$ cat config.mk
export PLATFORM = sky130hd
export DESIGN_NAME = char_bbox_frame_ctrl_flat
export DESIGN_NICKNAME = d
export VERILOG_FILES = /design/src/rtl/char_bbox_frame_ctrl_if.sv /design/src/rtl/char_bbox_frame_ctrl.sv /design/src/flat_wrapper.sv
export SDC_FILE = /design/constraint.sdc
export NUM_CORES = 1
export LEC_CHECK = 0
export ABC_AREA = 0
export BUFFER_PORTS_ARGS = -buffer_cell sky130_fd_sc_hd__clkbuf_2
export CORE_MARGIN = 4
export CORE_UTILIZATION = 51
export DETAILED_ROUTE_END_ITERATION = 10
export PLACE_DENSITY = 0.77
export SYNTH_ARGS = -nofsm -noshare
export SYNTH_HDL_FRONTEND = slang
export SYNTH_SLANG_ARGS = --single-unit
$ cat constraint.sdc
create_clock -name clk -period 2.08 [get_ports clk]
set_input_delay 0.208 -clock clk [delete_from_list [all_inputs] [get_ports clk]]
set_output_delay 0.208 -clock clk [all_outputs]
set_load 0.02 [all_outputs]
$ cat src/rtl/char_bbox_frame_ctrl_if.sv
// Result channel from the bounding-box frame sequencer to the crop/scale stage.
// The pix_cnt_o field exists only when BBOX_PIXCNT_EN is defined.
interface char_bbox_frame_ctrl_if;
   logic        bbox_valid;
   logic        bbox_ready;
   logic        bbox_empty;
   logic [12:0] x_min_o;
   logic [12:0] x_max_o;
   logic [12:0] y_min_o;
   logic [12:0] y_max_o;
   logic [7:0]  drop_cnt;
`ifdef BBOX_PIXCNT_EN
   logic [19:0] pix_cnt_o;

   modport master (
      output bbox_valid, bbox_empty, x_min_o, x_max_o, y_min_o, y_max_o, drop_cnt, pix_cnt_o,
      input  bbox_ready
   );
   modport slave (
      input  bbox_valid, bbox_empty, x_min_o, x_max_o, y_min_o, y_max_o, drop_cnt, pix_cnt_o,
      output bbox_ready
   );
`else
   modport master (
      output bbox_valid, bbox_empty, x_min_o, x_max_o, y_min_o, y_max_o, drop_cnt,
      input  bbox_ready
   );
   modport slave (
      input  bbox_valid, bbox_empty, x_min_o, x_max_o, y_min_o, y_max_o, drop_cnt,
      output bbox_ready
   );
`endif
endinterface

$ cat src/rtl/char_bbox_frame_ctrl.sv
// Frame sequencer for the character bounding-box accumulator: pixel coordinates, per-frame
// clear/snapshot of the box and valid/ready delivery. Optional pixel counter: BBOX_PIXCNT_EN.
module char_bbox_frame_ctrl #(
   parameter int H_ACTIVE = 1280,
   parameter int V_ACTIVE = 720
`ifdef BBOX_PIXCNT_EN
   ,
   parameter int MIN_PIX  = 64
`endif
) (
   input  logic                          clk,
   input  logic                          rst_n,
   input  logic                          VSync,
   input  logic                          HSync,
   input  logic                          VDE,
   input  logic                          Y,
   output logic [10:0]                   x_num,
   output logic [9:0]                    y_num,
   output logic                          bbox_clr,
   input  logic [12:0]                   x_min_i,
   input  logic [12:0]                   x_max_i,
   input  logic [12:0]                   y_min_i,
   input  logic [12:0]                   y_max_i,
   char_bbox_frame_ctrl_if.master        bbox_if
);
   localparam logic [10:0] X_LAST = 11'(H_ACTIVE - 1);
   localparam logic [9:0]  Y_LAST = 10'(V_ACTIVE - 1);

   typedef enum logic [1:0] {
      WAIT_SOF = 2'd0,
      ACTIVE   = 2'd1,
      SETTLE   = 2'd2,
      CAPTURE  = 2'd3
   } state_e;

   state_e      state_q;
   logic        vsync_q;
   logic        vde_q;
   logic [10:0] x_num_q;
   logic [10:0] x_num_d;
   logic [9:0]  y_num_q;
   logic [9:0]  y_num_d;
   logic        bbox_clr_q;
   logic        valid_q;
   logic        empty_q;
   logic [12:0] x_min_q;
   logic [12:0] x_max_q;
   logic [12:0] y_min_q;
   logic [12:0] y_max_q;
   logic [7:0]  drop_cnt_q;

   logic        sof_s;
   logic        eof_s;
   logic        vde_fall_s;
   logic        pix_act_s;
   logic        order_empty_s;
   logic        empty_d_s;
   logic        latch_s;

   assign sof_s         = vsync_q & ~VSync;
   assign eof_s         = ~vsync_q & VSync;
   assign vde_fall_s    = vde_q & ~VDE;
   assign pix_act_s     = ~VSync & HSync & VDE;
   assign order_empty_s = (x_min_i > x_max_i) | (y_min_i > y_max_i);
   // A new box may overwrite the held one only if the slot is free or being emptied now.
   assign latch_s       = (state_q == CAPTURE) & (~valid_q | bbox_if.bbox_ready);

   // Next-state for the pixel coordinate counters.
   always_comb begin
      x_num_d = x_num_q;
      y_num_d = y_num_q;
      if (sof_s) begin
         x_num_d = 11'd0;
         y_num_d = 10'd0;
      end else if (vde_fall_s) begin
         x_num_d = 11'd0;
         if (y_num_q != Y_LAST) begin
            y_num_d = y_num_q + 10'd1;
         end else begin
            y_num_d = y_num_q;
         end
      end else if (pix_act_s && (x_num_q != X_LAST)) begin
         x_num_d = x_num_q + 11'd1;
      end else begin
         x_num_d = x_num_q;
      end
   end

   // Sync edge history and coordinate registers.
   always_ff @(posedge clk or negedge rst_n) begin
      if (!rst_n) begin
         vsync_q <= 1'b0;
         vde_q   <= 1'b0;
         x_num_q <= 11'd0;
         y_num_q <= 10'd0;
      end else begin
         vsync_q <= VSync;
         vde_q   <= VDE;
         x_num_q <= x_num_d;
         y_num_q <= y_num_d;
      end
   end

   // Frame FSM with the clear pulse, held result and handshake state.
   always_ff @(posedge clk or negedge rst_n) begin
      if (!rst_n) begin
         state_q    <= WAIT_SOF;
         bbox_clr_q <= 1'b0;
         valid_q    <= 1'b0;
         empty_q    <= 1'b0;
         x_min_q    <= 13'd0;
         x_max_q    <= 13'd0;
         y_min_q    <= 13'd0;
         y_max_q    <= 13'd0;
         drop_cnt_q <= 8'd0;
      end else begin
         bbox_clr_q <= sof_s;
         if (valid_q && bbox_if.bbox_ready) begin
            valid_q <= 1'b0;
         end
         case (state_q)
            WAIT_SOF: begin
               if (sof_s) begin
                  state_q <= ACTIVE;
               end
            end
            ACTIVE: begin
               if (eof_s) begin
                  state_q <= SETTLE;
               end
            end
            SETTLE: begin
               state_q <= CAPTURE;
            end
            CAPTURE: begin
               if (latch_s) begin
                  x_min_q <= x_min_i;
                  x_max_q <= x_max_i;
                  y_min_q <= y_min_i;
                  y_max_q <= y_max_i;
                  empty_q <= empty_d_s;
                  valid_q <= 1'b1;
               end else if (drop_cnt_q != 8'hFF) begin
                  drop_cnt_q <= drop_cnt_q + 8'd1;
               end
               state_q <= WAIT_SOF;
            end
            default: begin
               state_q <= WAIT_SOF;
            end
         endcase
      end
   end

`ifdef BBOX_PIXCNT_EN
   localparam logic [19:0] MIN_PIX_W = 20'(MIN_PIX);

   logic [19:0] pix_cnt_q;
   logic [19:0] pix_snap_q;

   assign empty_d_s = order_empty_s | (pix_cnt_q < MIN_PIX_W);

   // Foreground pixel counter for the current frame.
   always_ff @(posedge clk or negedge rst_n) begin
      if (!rst_n) begin
         pix_cnt_q <= 20'd0;
      end else if (sof_s) begin
         pix_cnt_q <= 20'd0;
      end else if (pix_act_s && Y && (pix_cnt_q != 20'hFFFFF)) begin
         pix_cnt_q <= pix_cnt_q + 20'd1;
      end
   end

   // Count snapshot taken together with the box.
   always_ff @(posedge clk or negedge rst_n) begin
      if (!rst_n) begin
         pix_snap_q <= 20'd0;
      end else if (latch_s) begin
         pix_snap_q <= pix_cnt_q;
      end
   end

   assign bbox_if.pix_cnt_o = pix_snap_q;
`else
   logic unused_y_s;

   assign unused_y_s = Y;
   assign empty_d_s  = order_empty_s;
`endif

   assign x_num              = x_num_q;
   assign y_num              = y_num_q;
   assign bbox_clr           = bbox_clr_q;
   assign bbox_if.bbox_valid = valid_q;
   assign bbox_if.bbox_empty = empty_q;
   assign bbox_if.x_min_o    = x_min_q;
   assign bbox_if.x_max_o    = x_max_q;
   assign bbox_if.y_min_o    = y_min_q;
   assign bbox_if.y_max_o    = y_max_q;
   assign bbox_if.drop_cnt   = drop_cnt_q;
endmodule

$ cat src/flat_wrapper.sv
// flat-port wrapper written by rule: the top's interface ports become plain ports
module char_bbox_frame_ctrl_flat 
#(
   parameter int H_ACTIVE = 1280,
   parameter int V_ACTIVE = 720

)
  (clk, rst_n, VSync, HSync, VDE, Y, x_num, y_num, bbox_clr, x_min_i, x_max_i, y_min_i, y_max_i, bbox_if_bbox_valid, bbox_if_bbox_empty, bbox_if_x_min_o, bbox_if_x_max_o, bbox_if_y_min_o, bbox_if_y_max_o, bbox_if_drop_cnt, bbox_if_bbox_ready);
  char_bbox_frame_ctrl_if bbox_if_i ();
  input  logic clk;
  input  logic rst_n;
  input  logic VSync;
  input  logic HSync;
  input  logic VDE;
  input  logic Y;
  output logic [10:0] x_num;
  output logic [9:0] y_num;
  output logic bbox_clr;
  input  logic [12:0] x_min_i;
  input  logic [12:0] x_max_i;
  input  logic [12:0] y_min_i;
  input  logic [12:0] y_max_i;
  output wire logic [$bits(bbox_if_i.bbox_valid)-1:0] bbox_if_bbox_valid;
  output wire logic [$bits(bbox_if_i.bbox_empty)-1:0] bbox_if_bbox_empty;
  output wire logic [$bits(bbox_if_i.x_min_o)-1:0] bbox_if_x_min_o;
  output wire logic [$bits(bbox_if_i.x_max_o)-1:0] bbox_if_x_max_o;
  output wire logic [$bits(bbox_if_i.y_min_o)-1:0] bbox_if_y_min_o;
  output wire logic [$bits(bbox_if_i.y_max_o)-1:0] bbox_if_y_max_o;
  output wire logic [$bits(bbox_if_i.drop_cnt)-1:0] bbox_if_drop_cnt;
  input wire logic [$bits(bbox_if_i.bbox_ready)-1:0] bbox_if_bbox_ready;
  assign bbox_if_bbox_valid = bbox_if_i.bbox_valid;
  assign bbox_if_bbox_empty = bbox_if_i.bbox_empty;
  assign bbox_if_x_min_o = bbox_if_i.x_min_o;
  assign bbox_if_x_max_o = bbox_if_i.x_max_o;
  assign bbox_if_y_min_o = bbox_if_i.y_min_o;
  assign bbox_if_y_max_o = bbox_if_i.y_max_o;
  assign bbox_if_drop_cnt = bbox_if_i.drop_cnt;
  assign bbox_if_i.bbox_ready = bbox_if_bbox_ready;
  char_bbox_frame_ctrl #(.H_ACTIVE(H_ACTIVE), .V_ACTIVE(V_ACTIVE)) u_core (.clk(clk), .rst_n(rst_n), .VSync(VSync), .HSync(HSync), .VDE(VDE), .Y(Y), .x_num(x_num), .y_num(y_num), .bbox_clr(bbox_clr), .x_min_i(x_min_i), .x_max_i(x_max_i), .y_min_i(y_min_i), .y_max_i(y_max_i), .bbox_if(bbox_if_i));
endmodule
==> impl_metrics.tcl, run 1 <==
set metrics [dict create \
    routabilityCongestion 0.860 \
    clk_path_buf_depth 2 \
    cts_root_buffer "clkbuf_8" \
    cts.sinks 88 \
    cp_top_family "simple AND/OR/NAND/NOR gates" \
    firstDrtPassIters 4 \
    crit_path_cell_trace "ha_1, and3_1, a311oi_4, and4_4, nand3_1, xnor2_1" \
    slew_headroom_pct 61.4 \
    tns_ns 0 \
    fin_crit_sh_pct 90.4 \
    status "completed" \
    vias 3410 \
    power_mw 6.74 \
    viasPerCell 5.21 \
    seq_area_frac_synth_pct 50.8 \
    r2r-end "u_core.bbox_if.drop_cnt[7]$_DFFE_PN0P_" \
    initial_core_util_pct 52.5 \
    die-area_um2 10000 \
    r2r_cells 6 \
    place_area_um2 5220 \
    port_buffers 141 \
    core_area_um2 8260 \
    ioPinCount 143 \
    antenna-diode-count 0 \
    grt_pass1_vias 3657 \
    min_path_type "in -> reg" \
    drtIter0Drc 91 \
    cts_buffers 9 \
    grt_max_degree 53 \
    powerDensity_nw_per_um2 1230 \
    slew_viol_final 0 \
    synthDistinctLibCells 47 \
    ir_worst_vdd_mv 0.719 \
    setup_violations 0 \
    dieHeight_um 100 \
    rows 33 \
    ys_warn_count 0 \
    max_freq_ghz 0.532 \
    regToRegSetupSlack_ns 0.20 \
    drc 0 \
    fin_crit_ns 1.88 \
    fin_worst_skew_ns 0.0131 \
    cts_resized 0 \
    async_flop_share_pct 100 \
    synthFlopType "dfrtp_1" \
    start_kind "register" \
    synth_nets 484 \
    placed_cells 636 \
    routed_wl_um 9790 \
    cp_slowest_cell "dfrtp_1" \
    nets 636 \
    whs_path_depth 1 \
    syn_area_per_cell_um2 11.1 \
    syn_area_um2 4340 \
    worstReg2RegStart "u_core.bbox_if.drop_cnt[0]$_DFFE_PN0P_" \
    hp-start "VSync" \
    hpwl_um 7750 \
    area_growth_pct 26.1 \
    worst_path_largest_cell_delay_ns 0.43 \
    synth_edf_count 0 \
    arrival_ns 2.12 \
    cts.htree.levels 3 \
    die_w_um 100 \
    hold_viol_final 0 \
    wl_per_cell_um 15.0 \
    critical_path_class "reg -> reg" \
    drv_cap 0 \
    grt_remaining_overflow 0 \
    tightest_slew_ns 0.565 \
    antenna_left 0 \
    worstPathRequired_ns 2.32 \
    instances_no_fill 654 \
    grt_pass1_wl_um 16800 \
    rsz0062_at_grt "no" \
    drive_gt1_share_pct 35.3 \
    path_buf_inv 0 \
    ys_seq_elements 88 \
    power.leakage_nw 2.88 \
    netlist_instances 392 \
    endpoint_kind "register" \
    cts_tree "built" \
    hold_path_end "u_core.vsync_q$_DFF_PN0_" \
    antenna_found_initial 0 \
    clk_pin_slew_ns 0.09 \
    stdcell_area_um2 5470 \
    critPathMaxFanout 5 \
    grt_usage_pct 20.8 \
    clk_latency_ns 0.35 \
]
[worst register-to-register path, cell delays in order (launching register included)]
cell	delay, ns
dfrtp_1	0.43
ha_1	0.22
and3_1	0.22
a311oi_4	0.38
and4_4	0.29
nand3_1	0.10
xnor2_1	0.13
[cells by family (layout without fill, tap and decap cells)]
family / after synthesis / in the layout / share of synthesized area (%)
AO/OA/AOI/OAI: 59 / 59 / 9.06
XOR/XNOR: 23 / 23 / 4.65
adder cells (fa/ha/maj): 33 / 33 / 9.52
buffers and inverters: 46 / 203 / 4.10
flip-flops: 88 / 88 / 50.8
multiplexers: 30 / 30 / 7.73
AND/OR/NAND/NOR: 113 / 113 / 14.2
[placed cells by master, fill, tap and decap left out, types with 8 or more instances in the layout]
master | Yosys | routed
nand4_1 | 8 | 8
inv_1 | 34 | 34
mux2_1 | 12 | 12
clkbuf_2 | 0 | 140
nand2_1 | 38 | 37
ha_1 | 33 | 33
mux2_2 | 16 | 16
xnor2_1 | 13 | 13
o21ai_0 | 31 | 31
dfrtp_1 | 88 | 88
xor2_1 | 10 | 10
nand3_1 | 11 | 11
nor2_1 | 20 | 20
a21oi_1 | 12 | 12
clkbuf_8 | 0 | 11
[layer usage]
metal / vias to the layer above / part of all wire [%] / track usage (%)
met2: 114 / 48 / 33.5
met1: 1625 / 42 / 26.4
met3: 23 / 7.4 / 5.56
li1: 1648 / - / -
met4: 0 / 2.9 / 9.12
met5: - / 0 / 0
[cell type report]
cell class / instances / area [µm²]
multi-input cells: 258 / 1960
repair buffers: 150 / 806
fillers: 680 / 2790
clock buffers: 12 / 155
inverters: 37 / 139
clock inverters: 4 / 76.3
well taps: 105 / 131
flip-flops and latches: 88 / 2200
[what timing repair did]
action,in CTS,in global routing
hold buffers,2,0
hold endpoints to repair,16,0
setup buffers,0,0
[how the worst max path moves through the flow]
stage	start	endpoint	slack, ns	depth (start not counted)
after floorplan	u_core.bbox_if.drop_cnt[0]$_DFFE_PN0P_	u_core.bbox_if.drop_cnt[7]$_DFFE_PN0P_	0.21	6
after global placement	y_max_i[2]	u_core.bbox_if.bbox_empty$_DFFE_PN0P_	0.19	9
after detailed placement	y_max_i[2]	u_core.bbox_if.bbox_empty$_DFFE_PN0P_	0.13	9
after CTS	u_core.bbox_if.drop_cnt[0]$_DFFE_PN0P_	u_core.bbox_if.drop_cnt[5]$_DFFE_PN0P_	0.19	6
after global routing	u_core.bbox_if.drop_cnt[0]$_DFFE_PN0P_	u_core.bbox_if.drop_cnt[6]$_DFFE_PN0P_	0.07	6
final	u_core.bbox_if.drop_cnt[0]$_DFFE_PN0P_	u_core.bbox_if.drop_cnt[7]$_DFFE_PN0P_	0.20	6
[power breakdown]
group / internal [mW] / total (mW) / switching (mW)
Combinational: 1.05 / 2.72 / 1.67
Sequential: 2.32 / 2.67 / 0.357
Clock: 0.746 / 1.35 / 0.607
Total: 4.11 / 6.74 / 2.64
[metrics by stage]
stage / worst slack [ns] / utilization, % / hold WS [ns]
CTS: 0.191 / 66.2 / 0.0189
finish: 0.199 / 66.2 / 0.0418
floorplan: 0.210 / - / -0.0876
detailed placement: 0.134 / 63.2 / 0.0903
global placement: 0.195 / 63.2 / 0.0862
global route: 0.0686 / 66.2 / 0.0192
[synthesized netlist by cell type (3+ instances only)]
master	number	share of area (%)
nand3_1	11	1.3
nor2_1	20	1.7
a21oi_1	12	1.4
nand2_1	38	3.3
mux2_2	16	4.2
and3_1	6	0.87
nand2b_1	3	0.43
ha_1	33	9.5
nor3_1	6	0.69
buf_2	4	0.46
xnor2_1	13	2.6
dfrtp_1	88	51
o21ai_0	31	3.6
a21boi_0	3	0.52
mux2_1	12	3.1
a21o_1	3	0.52
inv_2	3	0.26
nand4_1	8	1.2
xor2_1	10	2.0
clkbuf_1	5	0.43
inv_1	34	2.9
[state kept, by name (all words and copies together) (netlist names), 2 cells and up]
register and cells:
u_core.bbox_if.drop_cnt 8, u_core.bbox_if.x_max_o 13, u_core.bbox_if.x_min_o 13, u_core.bbox_if.y_max_o 13, u_core.bbox_if.y_min_o 13, u_core.state_q 2
u_core.x_num 11, u_core.y_num 10
Note: power is estimated with default switching activity, not from simulation.
==> run 2: changes to the inputs <==
--- a/config.mk
+++ b/config.mk
@@ -7,10 +7,12 @@
 export LEC_CHECK = 0
 export ABC_AREA = 0
 export BUFFER_PORTS_ARGS = -buffer_cell sky130_fd_sc_hd__clkbuf_2
+export CAP_MARGIN = 20
 export CORE_MARGIN = 4
-export CORE_UTILIZATION = 51
+export CORE_UTILIZATION = 55
+export CTS_CLUSTER_DIAMETER = 80
 export DETAILED_ROUTE_END_ITERATION = 10
-export PLACE_DENSITY = 0.77
+export PLACE_DENSITY = 0.83
 export SYNTH_ARGS = -nofsm -noshare
 export SYNTH_HDL_FRONTEND = slang
 export SYNTH_SLANG_ARGS = --single-unit
==> constraint.sdc (replaced) <==
create_clock -name clk -period 2.3 [get_ports clk]
set_input_delay 0.23 -clock clk [delete_from_list [all_inputs] [get_ports clk]]
set_output_delay 0.23 -clock clk [all_outputs]
set_load 0.02 [all_outputs]
==> impl_metrics.tcl, run 2 (synthesis gave the netlist of run 1 again) <==
set metrics [dict create \
    hold_viol_final 0 \
    worst_path_largest_cell_delay_ns 0.42 \
    start_kind "register" \
    vias 3343 \
    wl_per_cell_um 14.4 \
    tns_ns 0 \
    fin_crit_ns 1.86 \
    min_path_type "in -> reg" \
    grt_pass1_vias 3520 \
    routabilityCongestion 0.823 \
    slew_viol_final 0 \
    grt_remaining_overflow 0 \
    fin_worst_skew_ns 0.0102 \
    groute.layer.met2.usage_pct 34.8 \
    r2r-end "u_core.bbox_if.drop_cnt[7]$_DFFE_PN0P_" \
    setup_violations 0 \
    drc 0 \
    critical_path_class "reg -> reg" \
    r2r_cells 6 \
    clk_path_buf_depth 2 \
    clk_latency_ns 0.34 \
    area_growth_pct 24.9 \
    crit_path_cell_trace "ha_1, and3_1, a311oi_4, and4_4, nand3_1, xnor2_1" \
    rows 32 \
    arrival_ns 2.09 \
    cts.htree.levels 3 \
    worstSetupEndpoint "u_core.bbox_if.drop_cnt[7]$_DFFE_PN0P_" \
    mostFrequentLayoutCells "clkbuf_2, dfrtp_1, nand2_1, inv_1, ha_1" \
    antenna_left 0 \
    clk_pin_slew_ns 0.09 \
    drive_gt1_share_pct 35.2 \
    core_area_um2 7690 \
    power.leakage_nw 2.85 \
    final_common_cell "clkbuf_2" \
    dieHeight_um 96.8 \
    die-area_um2 9370 \
    worstPathRequired_ns 2.53 \
    port_buffers 141 \
    cts_resized 0 \
    grt_pass1_wl_um 16300 \
    top_usage_layer "met2" \
    cts_root_buffer "clkbuf_8" \
    antenna_found_initial 0 \
    drv_cap 0 \
    ir_worst_vdd_mv 0.776 \
    ioPinCount 143 \
    initial_core_util_pct 56.4 \
    slew_headroom_pct 49.6 \
    post-cts-setup-buffer-count 0 \
    die_w_um 96.8 \
    drtIter0Drc 90 \
    status "completed" \
    cts.sinks 88 \
    viasPerCell 5.16 \
    nets 633 \
    grt_max_degree 65 \
    hpwl_um 7410 \
    endpoint_kind "register" \
    powerDensity_nw_per_um2 1100 \
    fin_crit_sh_pct 81.0 \
    firstDrtPassIters 4 \
    met3_usage_pct 5.98 \
    critPathMaxFanout 5 \
    worstReg2RegStart "u_core.bbox_if.drop_cnt[0]$_DFFE_PN0P_" \
    tightest_slew_ns 0.755 \
    regToRegSetupSlack_ns 0.44 \
    use_met1_pct 26.2 \
    antenna-diode-count 0 \
    cp_slowest_cell "dfrtp_1" \
    cts_buffers 9 \
    grt_usage_pct 20.8 \
    cts_tree "built" \
    routed_wl_um 9320 \
    rsz0062_at_grt "no" \
    max_freq_ghz 0.537 \
    fin_util_pct 70.5 \
    crit_start "u_core.bbox_if.drop_cnt[0]$_DFFE_PN0P_" \
]
## run 2: cell count changes in the layout (fill, tap and decap cells not counted)
cell / previous run / this run
bufinv_16: 2 / 1
dlygate4sd3_1: 2 / 1
clkinvlp_4: 1 / 0
clkinv_4: 1 / 2
buf_4: 6 / 4
clkinv_2: 0 / 1
## run 2: worst max-delay path: cells and delay by family, from the launching register on
kind	cells	cell delay [ns]
xor gates and xnor gates	1	0.14
adders and majority gates	1	0.22
AOI/OAI and AO/OA	1	0.36
and+or+nand+nor	3	0.60
DFF	1	0.42
## run 2: worst min path at each step
stage	endpoint	slack (ns)	start	cells after the start
after floorplan	u_core.bbox_clr$_DFF_PN0_	-0.07	rst_n	0
after global placement	u_core.x_num[7]$_DFFE_PN0P_	0.15	rst_n	1
after detailed placement	u_core.x_num[4]$_DFFE_PN0P_	0.16	rst_n	1
after CTS	u_core.vde_q$_DFF_PN0_	0.02	VDE	1
after global routing	u_core.vde_q$_DFF_PN0_	0.02	VDE	1
final	u_core.vde_q$_DFF_PN0_	0.04	VDE	1
## run 2: layout make-up
class                           instances  area, µm²
Clock buffer                           12        155
Timing Repair Buffer                  147        781
Inverter                               37        139
Tap cell                              102        128
Sequential cell                        88       2200
Clock inverter                          4       52.6
Fill cell                             620       2270
Multi-Input combinational cell        258       1960
## run 2: where the power goes
group / leakage [nW] / internal, mW / switching, mW / total (mW)
sequential: 1.11 / 2.09 / 0.323 / 2.42
combinational: 1.64 / 0.939 / 1.50 / 2.44
clock: 0.107 / 0.565 / 0.527 / 1.09
total: 2.85 / 3.60 / 2.35 / 5.95
## run 2: per-stage QoR
| step | hold WS (ns) | instance area, µm² | setup slack, ns | cells | power [mW] |
|---|---|---|---|---|---|
| after floorplan | -0.0656 | 4340 | 0.430 | 392 | 3.98 |
| after global placement | 0.149 | 5200 | 0.394 | 631 | 4.82 |
| after detailed placement | 0.161 | 5200 | 0.338 | 631 | 4.93 |
| after CTS | 0.0236 | 5420 | 0.421 | 648 | 6.03 |
| after global routing | 0.0239 | 5420 | 0.321 | 648 | 6.38 |
| final | 0.0447 | 5420 | 0.436 | 648 | 5.95 |
## run 2: layer usage
layer,vias up,routed length (µm)
met1,1581,3920
li1,1641,-
met4,0,130
met2,111,4570
met3,10,701
met5,-,0
## run 2: timing repair
item | 4_1_cts | 5_1_grt
hold endpoints to repair | 24 | 0
hold buffers | 1 | 0
setup endpoints to repair | 0 | 0
==> run 3: changes to the inputs <==
--- a/config.mk
+++ b/config.mk
@@ -9,10 +9,10 @@
 export BUFFER_PORTS_ARGS = -buffer_cell sky130_fd_sc_hd__clkbuf_2
 export CAP_MARGIN = 20
 export CORE_MARGIN = 4
-export CORE_UTILIZATION = 55
+export CORE_UTILIZATION = 51
 export CTS_CLUSTER_DIAMETER = 80
 export DETAILED_ROUTE_END_ITERATION = 10
-export PLACE_DENSITY = 0.83
+export PLACE_DENSITY = 0.77
 export SYNTH_ARGS = -nofsm -noshare
 export SYNTH_HDL_FRONTEND = slang
 export SYNTH_SLANG_ARGS = --single-unit
==> constraint.sdc (replaced) <==
create_clock -name clk -period 1.9 [get_ports clk]
set_input_delay 0.19 -clock clk [delete_from_list [all_inputs] [get_ports clk]]
set_output_delay 0.19 -clock clk [all_outputs]
set_load 0.02 [all_outputs]
==> impl_metrics.tcl, run 3 (synthesis gave the netlist of run 1 again) <==
set metrics [dict create \
    status "completed" \
    hold_viol_final 0 \
    p_seq_share_pct 39.9 \
    antenna-diode-count 0 \
    hold_slack_ns 0.0650 \
    dp_slack_ns 0.000653 \
    power.leakage_nw 2.88 \
    vias 3370 \
    core_area_um2 8260 \
    cts_resized 0 \
    wl_per_cell_um 14.6 \
    clk_path_buf_depth 2 \
    antenna_left 0 \
    drive_gt1_share_pct 35.3 \
    critical_path_class "reg -> reg" \
    setup_slack_ns 0.106 \
    viasPerCell 5.15 \
    rsz0062_at_grt "no" \
    min_path_type "in -> reg" \
    initial_core_util_pct 52.5 \
    rows 33 \
    grt_usage_pct 20.2 \
    power.internal_mw 4.48 \
    firstDrtPassIters 4 \
    fin_util_pct 66.2 \
    final_common_cell "clkbuf_2" \
    cts_tree "built" \
    cts_buffers 9 \
    grt_max_degree 64 \
    nets 636 \
    max_freq_ghz 0.557 \
    drtIter0Drc 54 \
    switching_share_pct 39.0 \
    cts_root_buffer "clkbuf_8" \
    routabilityCongestion 0.856 \
    fin_crit_ns 1.79 \
    hpwl_um 7540 \
    critPathMaxFanout 4 \
    grt_pass1_wl_um 16300 \
    clk_latency_ns 0.36 \
    dieHeight_um 100 \
    grt_pass1_vias 3530 \
    ctsHoldBuffers 3 \
    slew_headroom_pct 67.7 \
    fin_crit_sh_pct 94.4 \
    routed_wl_um 9550 \
    cts.sinks 88 \
    worstPathRequired_ns 2.15 \
    start_kind "register" \
    netSwitchingPower_mw 2.86 \
    post-cts-setup-buffer-count 0 \
    antenna_found_initial 0 \
    mostFrequentLayoutCells "clkbuf_2, dfrtp_1, nand2_1, inv_1, ha_1" \
    place_area_um2 5210 \
    cts.htree.levels 3 \
    drc 0 \
    die_w_um 100 \
    die-area_um2 10000 \
    clockPowerShare_pct 19.9 \
    stdcell_area_um2 5470 \
    arrival_ns 2.04 \
    ir_worst_vdd_mv 0.835 \
    grt_remaining_overflow 0 \
    fin_worst_skew_ns 0.00983 \
    powerDensity_nw_per_um2 1340 \
    ioPinCount 143 \
    drv_cap 0 \
    slew_viol_final 0 \
    tightest_slew_ns 0.472 \
    clk_pin_slew_ns 0.09 \
    port_buffers 141 \
    area_growth_pct 26.1 \
    endpoint_kind "register" \
    tns_ns 0 \
    setup_violations 0 \
    combPwrFrac_pct 40.2 \
]
run 3: per-stage QoR:
step,std cells,total power [mW]
5_1_grt,654,7.87
2_1_floorplan,392,4.82
4_1_cts,654,7.45
3_3_place_gp,635,5.84
6_report,654,7.34
3_5_place_dp,635,5.97
run 3: layer usage:
| layer | track usage (%) | wire length [µm] |
|---|---|---|
| met1 | 25.2 | 3950 |
| met2 | 33.3 | 4650 |
| met3 | 6.25 | 737 |
| met4 | 7.25 | 208 |
| met5 | 0 | 0 |
run 3: final timing paths:
| kind | startpoint | endpoint | slack (ns) | cells after the start |
|---|---|---|---|---|
| worst max-delay path | u_core.bbox_if.drop_cnt[0]$_DFFE_PN0P_ | u_core.bbox_if.drop_cnt[7]$_DFFE_PN0P_ | 0.11 | 6 |
| worst min-delay path | y_min_i[7] | u_core.bbox_if.y_min_o[7]$_DFFE_PN0P_ | 0.07 | 2 |
| worst max register to register | u_core.bbox_if.drop_cnt[0]$_DFFE_PN0P_ | u_core.bbox_if.drop_cnt[7]$_DFFE_PN0P_ | 0.11 | 6 |
| worst min register to register | u_core.bbox_if.y_max_o[6]$_DFFE_PN0P_ | u_core.bbox_if.y_max_o[6]$_DFFE_PN0P_ | 0.49 | 2 |
| max in group asynchronous | rst_n | u_core.bbox_if.bbox_empty$_DFFE_PN0P_ | 0.97 | 3 |
| min in group asynchronous | rst_n | u_core.x_num[6]$_DFFE_PN0P_ | 0.27 | 2 |
run 3: critical path, cell delays in order, from the launching register on:
cell and delay (ns):
dfrtp_1 0.43, ha_1 0.23, and3_1 0.22, a311oi_4 0.29
and4_4 0.28, nand3_1 0.10, xnor2_1 0.14
run 3: power groups by stage:
stage | clock network [mW] | registers (mW) | logic (mW)
floorplan | 0 | 3.69 | 1.13
global placement | 0 | 2.93 | 2.91
detailed placement | 0 | 2.97 | 3.00
CTS | 1.51 | 2.93 | 3.01
global route | 1.59 | 3.02 | 3.26
finish | 1.46 | 2.93 | 2.95
run 3: area by class of cell:
class	instances	area, µm²
fillers	684	2790
clock inverters	5	78.8
flip-flops and latches	88	2200
inverters	37	139
multi-input cells	258	1960
clock buffers	11	151
repair buffers	150	808
well taps	105	131
